## src/rtl/dnn_seq_pkg.sv

```systemverilog
// Shared types for the dnn_relu_fp16 batch sequencer.
// Holds the FSM state encoding, the default engine geometry and the score type.
package dnn_seq_pkg;

   localparam int unsigned DEF_N_OUT = 10;
   localparam int unsigned DEF_OUT_W = 16;

   typedef logic signed [DEF_OUT_W-1:0] score_t;

   typedef enum logic [2:0] {
      S_IDLE,
      S_NEXT,
      S_START,
      S_WAIT,
      S_ARGMAX,
      S_SCORE,
      S_CLEAR,
      S_DONE
   } dnn_seq_state_t;

endpackage

```

## src/rtl/dnn_argmax_seq.sv

```systemverilog
// Sequential strict-greater arg-max accumulator, one score per enabled cycle.
// Ports:
//   clk, rst    clock, async active-low reset
//   clr         restart the accumulator (best=0, pred=0)
//   en          consider score at position idx this cycle
//   idx, score  0-based output index and its signed score
//   pred        1-based index of the best positive score so far, 0 if none
//   best        best score so far (starts at 0)
module dnn_argmax_seq
   import dnn_seq_pkg::*;
#(
   parameter int unsigned OUT_W  = DEF_OUT_W,
   parameter int unsigned IDX_W  = 4,
   parameter int unsigned PRED_W = 32
) (
   input  logic                    clk,
   input  logic                    rst,
   input  logic                    clr,
   input  logic                    en,
   input  logic [IDX_W-1:0]        idx,
   input  logic signed [OUT_W-1:0] score,
   output logic [PRED_W-1:0]       pred,
   output logic signed [OUT_W-1:0] best
);

   // Strict compare: equal scores keep the earlier (lower) index.
   always_ff @(posedge clk or negedge rst) begin
      if (!rst) begin
         pred <= '0;
         best <= '0;
      end else if (clr) begin
         pred <= '0;
         best <= '0;
      end else if (en && (score > best)) begin
         best <= score;
         pred <= PRED_W'(idx) + PRED_W'(1);
      end
   end

endmodule

```

## src/rtl/dnn_batch_seq.sv

```systemverilog
// Batch sequencer around the dnn_relu_fp16 engine: steps the test-case memory,
// starts the engine, waits for its done edge, arg-maxes the outputs and scores
// the prediction against the expected label.
// Ports:
//   clk, rst                   clock, async active-low reset
//   run, abort                 batch start (IDLE only) / batch termination
//   busy, batch_done           activity level / end-of-full-batch pulse
//   tc_next, dnn_start         memory advance pulse / engine start pulse
//   dnn_reset                  engine clear pulse
//   dnn_done, dnn_out, exp_y   engine done level, scores, expected class (1-based)
//   hit_count, tc_count        correct predictions / completed test cases
//   last_pred, timeout_cnt     latest predicted class / watchdog expiries
// Build option: DNN_SEQ_TIMEOUT_EN enables the WAIT watchdog (TIMEOUT_CYC cycles).
module dnn_batch_seq
   import dnn_seq_pkg::*;
#(
   parameter int unsigned N_TC        = 5000,
   parameter int unsigned N_OUT       = DEF_N_OUT,
   parameter int unsigned OUT_W       = DEF_OUT_W,
   parameter int unsigned LBL_W       = 32,
   parameter int unsigned TIMEOUT_CYC = 65536,
   parameter int unsigned CNT_W       = $clog2(N_TC + 1)
) (
   input  logic                    clk,
   input  logic                    rst,
   input  logic                    run,
   input  logic                    abort,
   output logic                    busy,
   output logic                    batch_done,
   output logic                    tc_next,
   output logic                    dnn_start,
   output logic                    dnn_reset,
   input  logic                    dnn_done,
   input  logic signed [OUT_W-1:0] dnn_out [N_OUT],
   input  logic [LBL_W-1:0]        exp_y,
   output logic [CNT_W-1:0]        hit_count,
   output logic [CNT_W-1:0]        tc_count,
   output logic [LBL_W-1:0]        last_pred,
   output logic [CNT_W-1:0]        timeout_cnt
);

   localparam int unsigned IDX_W = (N_OUT > 1) ? $clog2(N_OUT) : 1;
   localparam logic [CNT_W-1:0] TC_MAX = CNT_W'(N_TC);

   if (TIMEOUT_CYC == 0) begin : g_bad_timeout
      $error("dnn_batch_seq: TIMEOUT_CYC must be at least 1");
   end

   dnn_seq_state_t state, state_nx;

   logic                    done_q;
   logic                    abort_pend;
   logic [IDX_W-1:0]        arg_idx;
   logic [LBL_W-1:0]        pred;
   logic signed [OUT_W-1:0] best;
   logic [LBL_W-1:0]        pred_fin;
   logic                    wait_expired;

   logic done_edge, abort_take, last_idx, score_go, to_go;

   assign done_edge  = dnn_done & ~done_q;
   assign abort_take = abort && (state != S_IDLE) && (state != S_CLEAR);
   assign last_idx   = (arg_idx == IDX_W'(N_OUT - 1));
   assign score_go   = (state == S_SCORE) && !abort_take;
   assign to_go      = (state == S_WAIT) && wait_expired && !done_edge && !abort_take;
   // A prediction only exists once some score beat the initial best of 0.
   assign pred_fin   = (!best[OUT_W-1] && (best != '0)) ? pred : '0;

   // State register
   always_ff @(posedge clk or negedge rst) begin
      if (!rst) state <= S_IDLE;
      else      state <= state_nx;
   end

   // Next-state logic; abort overrides every non-IDLE state except CLEAR
   always_comb begin
      state_nx = state;
      unique case (state)
         S_IDLE:   if (run) state_nx = S_NEXT;
         S_NEXT:   state_nx = S_START;
         S_START:  state_nx = S_WAIT;
         S_WAIT: begin
            if (done_edge)         state_nx = S_ARGMAX;
            else if (wait_expired) state_nx = S_CLEAR;
         end
         S_ARGMAX: if (last_idx) state_nx = S_SCORE;
         S_SCORE:  state_nx = S_CLEAR;
         S_CLEAR: begin
            if (abort || abort_pend)  state_nx = S_IDLE;
            else if (tc_count == TC_MAX) state_nx = S_DONE;
            else                      state_nx = S_NEXT;
         end
         S_DONE:   state_nx = S_IDLE;
         default:  state_nx = S_IDLE;
      endcase
      if (abort_take) state_nx = S_CLEAR;
   end

   // Registered outputs decoded from the state being entered
   always_ff @(posedge clk or negedge rst) begin
      if (!rst) begin
         busy       <= 1'b0;
         batch_done <= 1'b0;
         tc_next    <= 1'b0;
         dnn_start  <= 1'b0;
         dnn_reset  <= 1'b0;
      end else begin
         busy       <= (state_nx != S_IDLE);
         batch_done <= (state_nx == S_DONE);
         tc_next    <= (state_nx == S_NEXT);
         dnn_start  <= (state_nx == S_START);
         dnn_reset  <= (state_nx == S_CLEAR);
      end
   end

   // Done-edge history, abort memory across CLEAR, arg-max index
   always_ff @(posedge clk or negedge rst) begin
      if (!rst) begin
         done_q     <= 1'b0;
         abort_pend <= 1'b0;
         arg_idx    <= '0;
      end else begin
         done_q <= dnn_done;
         if (abort_take)           abort_pend <= 1'b1;
         else if (state == S_CLEAR) abort_pend <= 1'b0;
         if ((state == S_ARGMAX) && !last_idx) arg_idx <= arg_idx + IDX_W'(1);
         else                                  arg_idx <= '0;
      end
   end

   dnn_argmax_seq #(
      .OUT_W  (OUT_W),
      .IDX_W  (IDX_W),
      .PRED_W (LBL_W)
   ) u_argmax (
      .clk   (clk),
      .rst   (rst),
      .clr   (state == S_START),
      .en    (state == S_ARGMAX),
      .idx   (arg_idx),
      .score (dnn_out[arg_idx]),
      .pred  (pred),
      .best  (best)
   );

   // Batch counters (saturating) and last prediction
   always_ff @(posedge clk or negedge rst) begin
      if (!rst) begin
         hit_count <= '0;
         tc_count  <= '0;
         last_pred <= '0;
      end else begin
         if ((state == S_IDLE) && run) begin
            hit_count <= '0;
            tc_count  <= '0;
         end
         if (score_go) begin
            last_pred <= pred_fin;
            if ((pred_fin == exp_y) && (hit_count < TC_MAX)) hit_count <= hit_count + CNT_W'(1);
            if (tc_count < TC_MAX) tc_count <= tc_count + CNT_W'(1);
         end
         if (to_go) begin
            last_pred <= '0;
            if (tc_count < TC_MAX) tc_count <= tc_count + CNT_W'(1);
         end
      end
   end

`ifdef DNN_SEQ_TIMEOUT_EN
   localparam int unsigned WAIT_W = $clog2(TIMEOUT_CYC + 1);

   logic [WAIT_W-1:0] wait_cnt;

   // Counts completed WAIT cycles; expiry on the TIMEOUT_CYC-th one
   assign wait_expired = (wait_cnt == WAIT_W'(TIMEOUT_CYC - 1));

   always_ff @(posedge clk or negedge rst) begin
      if (!rst) begin
         wait_cnt    <= '0;
         timeout_cnt <= '0;
      end else begin
         if (state == S_WAIT) wait_cnt <= wait_cnt + WAIT_W'(1);
         else                 wait_cnt <= '0;
         if (to_go && (timeout_cnt < TC_MAX)) timeout_cnt <= timeout_cnt + CNT_W'(1);
      end
   end
`else
   assign wait_expired = 1'b0;
   assign timeout_cnt  = '0;
`endif

endmodule

```

## config.mk

```make
export PLATFORM = sky130hd
export DESIGN_NAME = dnn_batch_seq
export DESIGN_NICKNAME = d
export VERILOG_FILES = /design/src/rtl/dnn_seq_pkg.sv /design/src/rtl/dnn_argmax_seq.sv /design/src/rtl/dnn_batch_seq.sv
export SDC_FILE = /design/constraint.sdc
export NUM_CORES = 1
export LEC_CHECK = 0
export CAP_MARGIN = 20
export CORE_ASPECT_RATIO = 0.5
export CORE_MARGIN = 3
export CORE_UTILIZATION = 49
export DETAILED_ROUTE_END_ITERATION = 16
export PLACE_DENSITY_LB_ADDON = 0.3
export SLEW_MARGIN = 20
export SYNTH_ARGS = -nofsm -noshare
export SYNTH_HDL_FRONTEND = slang
export SYNTH_HIERARCHICAL = 1
export SYNTH_SLANG_ARGS = --single-unit
```

## constraint.sdc

```tcl
create_clock -name clk -period 6.2 [get_ports clk]
set_input_delay 1.24 -clock clk [delete_from_list [all_inputs] [get_ports clk]]
set_output_delay 1.24 -clock clk [all_outputs]
set_load 0.01 [all_outputs]
```

==> metrics.yaml, run 1 <==
status: "complete, no violations"
grt_pass1_vias: 6649
fin_worst_skew_ps: 5.21
gp_congestion: 0.856
fmax_mhz: 213
rsz0062_at_grt: "no"
route.detailed.drc: 0
fp-row-count: 30
pwr-share-seq: 0.305
min_from: "last_pred[10]"
clockPowerShare: 0.193
dp_slack_ps: 1250
clock_latency_ps: 340
r2r_end: "u_argmax/best[8]"
arrival_ps: 4980
path_buf_inv: 1
grt_max_degree: 68
worstPathRequired_ps: 6480
clk_pin_slew_ps: 70
netlist_area_um2: 7000
synthArstFlopShare: 1.00
synth_edf_count: 0
wire_per_inst_um: 17.1
dr_wl_met2_um: 10500
clock_sinks: 93
clock-root-buffer: "clkbuf_16"
synth-seq-cells: 93
p_total_mw: 2.96
vias: 6600
drt_iter0_drc: 409
die_w_um: 175
worstSetupPathType: "input pin to register"
ir_drop_mv: 0.221
track_usage: 0.252
num-nets-final: 1207
core_area_um2: 13700
hold_viol: 0
ctsHoldBuffers: 0
crit_fanout: 21
synthToLayoutAreaGrowth_pct: 40.6
hpwlAfterDp_um: 15900
p_switching_mw: 1.12
wl_met1_um: 8150
hold_class: "register to register"
slew-limit-headroom: 0.265
netlist_instances: 755
netSwitchingFraction: 0.378
worstRegToRegCells: 10
grt_pass1_wl_um: 32500
cts_setup_buffers: 0
cts_buffer_depth: 2
cts_resized: 0
antenna_left: 0
worstMarginPinSlew_ps: 1100
wirelength_um: 20300
vias_per_cell: 5.57
ys_types: 69
finalSetupTns_ps: 0
startpoint_type: "input pin"
antenna_found_initial: 0
start_util: 0.509
setup_slack_ps: 1490
htreeDepth: 3
dieArea_um2: 15800
hold_path_depth: 2
die_h_um: 90.5
setup_viol: 0
holdWs_ps: 482
rrSetupSlack_ps: 1580
syn_avg_cell_area_um2: 9.27
n_antenna_cell: 0
hold_path_end: "last_pred[10]"
slowest_stage: "o221ai_2"
internal_power_mw: 1.84
ios: 273
utilization: 0.716
yosys_warnings: 6
maxCapViolCount: 0
top_layer: "met4"
port_buffers: 259
comb_power_share: 0.502
p_per_area_nw_per_um2: 301
critPathTopFamily: "compound AO/OA/AOI/OAI gates"
drive_above_1_share: 0.112
cts-buffers-inserted: 9
synth-seq-area-share: 0.333
cts_tree: "yes"
drv_slew: 0
overflow: 0
yosys_most_used_dff: "dfrtp_1"
crit_chain: "clkdlybuf4s50_1, mux4_2, a221oi_1, a21oi_1, ha_1, nand4_1, nor4_1, nor2b_1, o221ai_2, a22o_2"
min_period_ps: 4710
min_period_over_period: 0.759
leakagePower_nw: 4.03
route.met3.wl_um: 1200
worstReg2RegStart: "arg_idx[0]"
end_kind: "register"
cpPeakStageDelay_ps: 830
first_pass_iters: 5
registers in the layout (all words and copies together) (netlist names):
| register | flops |
|---|---|
| last_pred | 32 |
| u_argmax/best | 16 |
| hit_count | 13 |
| tc_count | 13 |
| u_argmax/pred | 5 |
| arg_idx | 4 |
| state | 3 |
| abort_pend | 1 |
| batch_done | 1 |
| busy | 1 |
| dnn_reset | 1 |
| dnn_start | 1 |
| done_q | 1 |
| tc_next | 1 |
layout by cell type, fill, tap and decap left out, types with 22 or more instances in the layout:
master,instances
a21oi_1,32
nand2_1,119
nor2_1,38
ha_1,22
inv_1,40
clkdlybuf4s50_1,258
o21ai_0,43
mux4_2,32
conb_1,40
dfrtp_1,92
power groups by stage:
stage / registers (mW) / logic [mW] / clock network [mW]
floorplan: 0.884 / 1.01 / 0
global placement: 0.911 / 1.43 / 0
detailed placement: 0.918 / 1.47 / 0
CTS: 0.908 / 1.48 / 0.584
global route: 0.934 / 1.62 / 0.603
finish: 0.904 / 1.49 / 0.571
metal layers:
metal / vias to the layer above / GRT usage
met1: 3204 / 0.298
met5: - / 0
met2: 221 / 0.462
li1: 3135 / -
met4: 0 / 0.0729
met3: 40 / 0.0537
through the flow:
stage,area [um2],std cells
floorplan,7140,793
global placement,9530,1169
detailed placement,9530,1169
CTS,9840,1185
global route,9840,1185
finish,9840,1185
worst register-to-register path, delay by kind of cell, from the launching register on:
family	cells	cell delay, ps
AO/OA/AOI/OAI	4	1640
adder cells (fa/ha/maj)	1	350
buffers and inverters	1	450
flip-flops	1	910
multiplexers	1	370
AND/OR/NAND/NOR	3	850
cell type report:
type / instances / area [um2]
inverter: 41 / 154
tap: 192 / 240
clock buffer: 10 / 239
sequential: 93 / 2330
multi-input combinational: 573 / 4130
timing repair buffer: 270 / 2670
fill: 1067 / 3900
clock inverter: 6 / 68.8
logic make-up (layout without fill, tap and decap cells):
group / after synthesis / after routing / share of synthesized area
simple gates: 258 / 258 / 0.184
compound gates: 186 / 186 / 0.191
buf+inv: 127 / 327 / 0.0989
flops: 93 / 93 / 0.333
mux: 50 / 50 / 0.132
fa+ha+maj: 22 / 22 / 0.0393
xor+xnor: 17 / 17 / 0.0213
other cells: 2 / 40 / 0.00107
cell usage after synthesis (8+ instances only):
library cell  count  area share
inv_1            40       0.021
nor3_1           10      0.0072
a22o_1           20       0.025
o21ai_0          43       0.031
nor2b_1          13       0.012
ha_1             22       0.039
a221oi_1         18       0.023
a21oi_1          32       0.023
nor2_1           38       0.020
and3_1            8      0.0072
clkbuf_1         31       0.017
dfrtp_1          93        0.33
nand2_1         119       0.064
xnor2_1          12       0.015
nand3_1          14       0.010
o2111ai_1        10       0.013
mux2_2           16       0.026
nand4_1           8      0.0072
mux4_2           32        0.10
o21ai_2          10       0.013
buf_4            41       0.044
worst max path at each step:
stage	endpoint	cells after the start	startpoint
floorplan	u_argmax/best[1]	14	arg_idx[0]
global placement	u_argmax/best[8]	10	dnn_out[122]
detailed placement	u_argmax/best[10]	10	dnn_out[106]
CTS	u_argmax/best[8]	10	dnn_out[106]
global route	u_argmax/best[14]	10	arg_idx[0]
finish	u_argmax/best[8]	10	dnn_out[106]
No activity file was read; power rests on OpenSTA's default activity.
==> run 2: changes to the inputs <==
--- a/config.mk
+++ b/config.mk
@@ -8,7 +8,7 @@
 export CAP_MARGIN = 20
 export CORE_ASPECT_RATIO = 0.5
 export CORE_MARGIN = 3
-export CORE_UTILIZATION = 49
+export CORE_UTILIZATION = 45
 export DETAILED_ROUTE_END_ITERATION = 16
 export PLACE_DENSITY_LB_ADDON = 0.3
 export SLEW_MARGIN = 20
==> constraint.sdc (replaced) <==
create_clock -name clk -period 4.9 [get_ports clk]
set_input_delay 0.98 -clock clk [delete_from_list [all_inputs] [get_ports clk]]
set_output_delay 0.98 -clock clk [all_outputs]
set_load 0.01 [all_outputs]
==> metrics.yaml, run 2 (same netlist as run 1, synthesis figures left out) <==
gp_congestion: 0.850  # -0.75%
internal_power_mw: 2.34  # +27%
antenna_found_initial: 0  # unchanged
cts-buffers-inserted: 9  # unchanged
clock_sinks: 93  # unchanged
comb_power_share: 0.502  # about the same
reg.largest.list: "last_pred: 32 flops, u_argmax/best: 16 flops"
mostFrequentLayoutCells: "clkdlybuf4s50_1 (258), nand2_1 (119), dfrtp_1 (91), o21ai_0 (43)"
htreeDepth: 3  # unchanged
drv_slew: 0  # unchanged
hpwlAfterDp_um: 16200  # +2.2%
slew-limit-headroom: 0.491  # +0.226
finalSetupTns_ps: 0  # unchanged
cts_setup_buffers: 0  # unchanged
status: "complete, no violations"
p_total_mw: 3.76  # +27%
hold_viol: 0  # unchanged
worstReg2RegStart: "arg_idx[0]"
grt_max_degree: 65  # -4.4%
end_kind: "register"
min_period_over_period: 0.837
netSwitchingFraction: 0.378  # -0.000485
endpoint: "u_argmax/pred[4]"
die_w_um: 182  # +4.2%
r2r_end: "u_argmax/pred[4]"
grt_pass1_wl_um: 32400  # -0.59%
num-nets-final: 1208  # +0.083%
regMostFlops: "last_pred"
largest_reg_flops: 32  # unchanged
startpoint: "dnn_out[100]"
final_common_cell: "clkdlybuf4s50_1"
start_util: 0.472  # -0.0371
overflow: 0  # unchanged
fin_worst_skew_ps: 6.36  # +1.16 ps
cts_resized: 0  # unchanged
pwr-share-seq: 0.305  # about the same
drive_above_1_share: 0.115  # +0.00291
worstRegToRegCells: 12  # +2
antenna_left: 0  # unchanged
first_pass_iters: 7  # +2
vias_per_cell: 5.49  # -1.5%
holdWs_ps: 478  # -4.21 ps
wire_per_inst_um: 17.1  # -0.26%
core_area_um2: 14800  # +7.9%
wirelength_um: 20400  # +0.33%
die_h_um: 94.2  # +4.1%
route.detailed.drc: 0  # unchanged
rrSetupSlack_ps: 830  # -750 ps
clk_pin_slew_ps: 70  # about the same
hold_class: "register to register"
clock_latency_ps: 340  # about the same
fp-row-count: 31  # +3.3%
fin_area_um2: 9870  # +0.34%
cts_tree: "yes"
worstSetupPathType: "input pin to register"
n_antenna_cell: 0  # unchanged
fmax_mhz: 244
worstPathRequired_ps: 5180  # -1300 ps
crit_fanout: 15  # -29%
ctsHoldBuffers: 0  # unchanged
startpoint_type: "input pin"
port_buffers: 259  # unchanged
p_switching_mw: 1.42  # +27%
arrival_ps: 4380  # -600 ps
grt_pass1_vias: 6429  # -3.3%
clock-root-buffer: "clkbuf_16"
cts_buffer_depth: 2  # unchanged
drt_iter0_drc: 464  # +13%
min_period_ps: 4100
track_usage: 0.234  # -0.0174
leakagePower_nw: 4.04  # +0.23%
stdcell_count: 1192  # +0.59%
rsz0062_at_grt: "no"
setup_viol: 0  # unchanged
worstMarginPinSlew_ps: 764  # -335 ps
placed_area_um2: 9560  # +0.30%
dieArea_um2: 17200  # +8.4%
vias: 6542  # -0.88%
p_per_area_nw_per_um2: 381  # +27%
maxCapViolCount: 0  # unchanged
ir_drop_mv: 0.174  # -21%
ios: 273  # unchanged
dp.cells: 1176  # +0.60%
synthToLayoutAreaGrowth_pct: 41.0
clockPowerShare: 0.193  # about the same
[run 2: how the worst min path moves through the flow]
| stage | from | to | slack (ps) | cells after the start |
|---|---|---|---|---|
| 2_1_floorplan | u_argmax/pred[0] | u_argmax/pred[0] | 500 | 1 |
| 3_3_place_gp | last_pred[16] | last_pred[16] | 470 | 2 |
| 3_5_place_dp | last_pred[4] | last_pred[4] | 470 | 2 |
| 4_1_cts | last_pred[15] | last_pred[15] | 490 | 2 |
| 5_1_grt | last_pred[20] | last_pred[20] | 500 | 2 |
| 6_report | last_pred[16] | last_pred[16] | 480 | 2 |
[run 2: cell type report]
class                      count  area [um2]
inverter                      41         154
tap                          198         248
clock inverter                 7        85.1
clock buffer                   9         225
multi-input combinational    573        4140
timing repair buffer         271        2690
fill                        1213        4950
sequential                    93        2330
[run 2: metal layers]
layer / vias to the layer above / global-route usage / share of wire
li1: 3147 / - / -
met1: 3144 / 0.297 / 0.42
met2: 223 / 0.415 / 0.51
met3: 28 / 0.0476 / 0.063
met4: 0 / 0.0576 / 0.017
met5: - / 0 / 0
[run 2: worst max-delay path, stage by stage]
cell and delay [ps]:
clkdlybuf4s50_1 390, mux4_2 470, a221oi_1 470, a21oi_1 110, ha_1 300, nand4_1 200
nor4_1 500, nor2b_1 120, o221ai_2 360, buf_4 290, a22o_1 170
[run 2: per-stage QoR]
stage                     utilization  setup WS [ps]
final                           0.666            801
after global routing            0.666            555
after CTS                       0.666            832
after detailed placement        0.645            528
after global placement          0.645            698
after floorplan                     -           1180
[run 2: power groups by stage]
stage | registers [mW] | logic [mW] | clock network [mW]
after CTS | 1.15 | 1.88 | 0.746
after global routing | 1.18 | 2.07 | 0.776
after floorplan | 1.12 | 1.27 | 0
after global placement | 1.16 | 1.82 | 0
final | 1.15 | 1.89 | 0.728
after detailed placement | 1.16 | 1.88 | 0
==> run 3: changes to the inputs <==
==> constraint.sdc (replaced) <==
create_clock -name clk -period 4 [get_ports clk]
set_input_delay 0.8 -clock clk [delete_from_list [all_inputs] [get_ports clk]]
set_output_delay 0.8 -clock clk [all_outputs]
set_load 0.01 [all_outputs]
==> metrics.yaml, run 3 (same netlist as run 1, synthesis figures left out) <==
crit_chain: "clkdlybuf4s50_1, mux4_2, a221oi_1, nor2_1, ha_1, nand4_4, a2111oi_4, nand3b_2, o221ai_2, buf_12, a22o_2"
die_w_um: 182  # unchanged
finalSetupTns_ps: 0  # unchanged
arrival_ps: 4090  # -290 ps
antenna_left: 0  # unchanged
overflow: 0  # unchanged
ios: 273  # unchanged
rsz0062_at_grt: "no"
cts-buffers-inserted: 9  # unchanged
gp_congestion: 0.878  # +3.3%
grt_pass1_vias: 6773  # +5.4%
p_per_area_nw_per_um2: 473  # +24%
hold_class: "register to register"
num-nets-final: 1216  # +0.66%
pwr-share-seq: 0.294  # -0.011
end_kind: "register"
slowest_stage: "mux4_2"
drt_iter0_drc: 484  # +4.3%
worstSetupPathType: "input pin to register"
worstPathRequired_ps: 4230  # -950 ps
startpoint: "dnn_out[159]"
netSwitchingFraction: 0.377  # -0.000387
drive_above_1_share: 0.122  # +0.00707
slew-limit-headroom: 0.369  # -0.122
min_period_over_period: 0.965
status: "complete, no violations"
n_antenna_cell: 0  # unchanged
grt_pass1_wl_um: 33800  # +4.4%
path_buf_inv: 2  # unchanged
vias_per_cell: 5.56  # +1.4%
mostFrequentLayoutCells: "clkdlybuf4s50_1 (258), nand2_1 (119), dfrtp_1 (91), o21ai_0 (43)"
core_area_um2: 14800  # unchanged
route.detailed.drc: 0  # unchanged
clock_latency_ps: 340  # about the same
worstMarginPinSlew_ps: 947  # +183 ps
p_total_mw: 4.72  # +25%
setup_viol: 0  # unchanged
grt_max_degree: 74  # +14%
htreeDepth: 3  # unchanged
wire_per_inst_um: 17.5  # +2.2%
min_from: "last_pred[31]"
final_common_cell: "clkdlybuf4s50_1"
internal_power_mw: 2.94  # +26%
dieArea_um2: 17200  # unchanged
maxCapViolCount: 0  # unchanged
leakagePower_nw: 4.08  # +0.98%
fp-row-count: 31  # unchanged
p_switching_mw: 1.78  # +25%
start_util: 0.472  # unchanged
cts_setup_buffers: 0  # unchanged
clk_pin_slew_ps: 70  # about the same
hpwlAfterDp_um: 16500  # +1.4%
antenna_found_initial: 0  # unchanged
ir_drop_mv: 0.257  # +48%
cts_tree: "yes"
critPathTopFamily: "compound AO/OA/AOI/OAI gates"
clockPowerShare: 0.187  # -0.006
min_period_ps: 3860
fin_worst_skew_ps: 7.02  # +0.654 ps
clock-root-buffer: "clkbuf_16"
hold_viol: 0  # unchanged
startpoint_type: "input pin"
drv_slew: 0  # unchanged
cpPeakStageDelay_ps: 480  # -20 ps
regMostFlops: "last_pred"
comb_power_share: 0.519  # +0.017
port_buffers: 259  # unchanged
first_pass_iters: 5  # -2
wirelength_um: 21000  # +2.9%
vias: 6676  # +2.0%
largest_reg_flops: 32  # unchanged
clock_sinks: 93  # unchanged
fmax_mhz: 259
worstReg2RegStart: "arg_idx[0]"
ctsHoldBuffers: 0  # unchanged
track_usage: 0.243  # +0.00830
synthToLayoutAreaGrowth_pct: 42.5
crit_fanout: 21  # +6
fillers: 1214  # +0.082%
reg.largest.list: "last_pred: 32 flops, u_argmax/best: 16 flops"
die_h_um: 94.2  # unchanged
cts_buffer_depth: 2  # unchanged
run 3: metal layers:
layer | vias to the layer above | global-route usage | part of all wire
met2 | 216 | 0.436 | 0.51
met1 | 3260 | 0.308 | 0.42
met3 | 21 | 0.0433 | 0.053
li1 | 3179 | - | -
met4 | 0 | 0.0526 | 0.012
met5 | - | 0 | 0
run 3: path summary, 6_finish.rpt:
| path | to | slack, ps | cells after the start |
|---|---|---|---|
| hold reg to reg | last_pred[31] | 480 | 2 |
| max in group asynchronous | u_argmax/best[0] | 2660 | 2 |
| hold / removal | last_pred[31] | 480 | 2 |
| setup / recovery | u_argmax/best[8] | 140 | 11 |
| setup reg to reg | u_argmax/best[8] | 170 | 11 |
| min in group asynchronous | hit_count[5] | 600 | 1 |
run 3: layout make-up:
class / instances / area (um2) / share of cell area
tap: 198 / 248 / 0.0248
clock inverter: 7 / 82.6 / 0.00828
sequential: 93 / 2330 / 0.234
timing repair buffer: 278 / 2770 / 0.278
clock buffer: 9 / 225 / 0.0226
multi-input combinational: 574 / 4160 / 0.417
inverter: 41 / 154 / 0.0154
run 3: what timing repair did:
action / 4_1_cts / 5_1_grt
gates resized for setup: 0 / 3
hold endpoints to repair: 0 / 0
endpoints found under the setup margin: 0 / 21
run 3: metrics by stage:
| stage | cell area, um2 | hold slack (ps) | utilization | worst slack, ps | cells |
|---|---|---|---|---|---|
| global route | 9970 | 513 | 0.673 | 29.2 | 1200 |
| CTS | 9940 | 489 | 0.671 | 57.6 | 1199 |
| finish | 9970 | 480 | 0.673 | 140 | 1200 |
| global placement | 9630 | 465 | 0.650 | -122 | 1183 |
| detailed placement | 9630 | 473 | 0.650 | -223 | 1183 |
| floorplan | 7140 | 496 | - | 276 | 793 |
run 3: power groups by stage:
| stage | logic (mW) | registers [mW] | clock network (mW) |
|---|---|---|---|
| after CTS | 2.41 | 1.38 | 0.904 |
| after global placement | 2.35 | 1.38 | 0 |
| after floorplan | 1.56 | 1.37 | 0 |
| after detailed placement | 2.40 | 1.40 | 0 |
| final | 2.45 | 1.39 | 0.883 |
| after global routing | 2.68 | 1.42 | 0.948 |
run 3: worst min-delay path: stages, from the launching register on:
cell and delay, ps:
dfrtp_1 340, nand2_1 40, o21ai_0 60
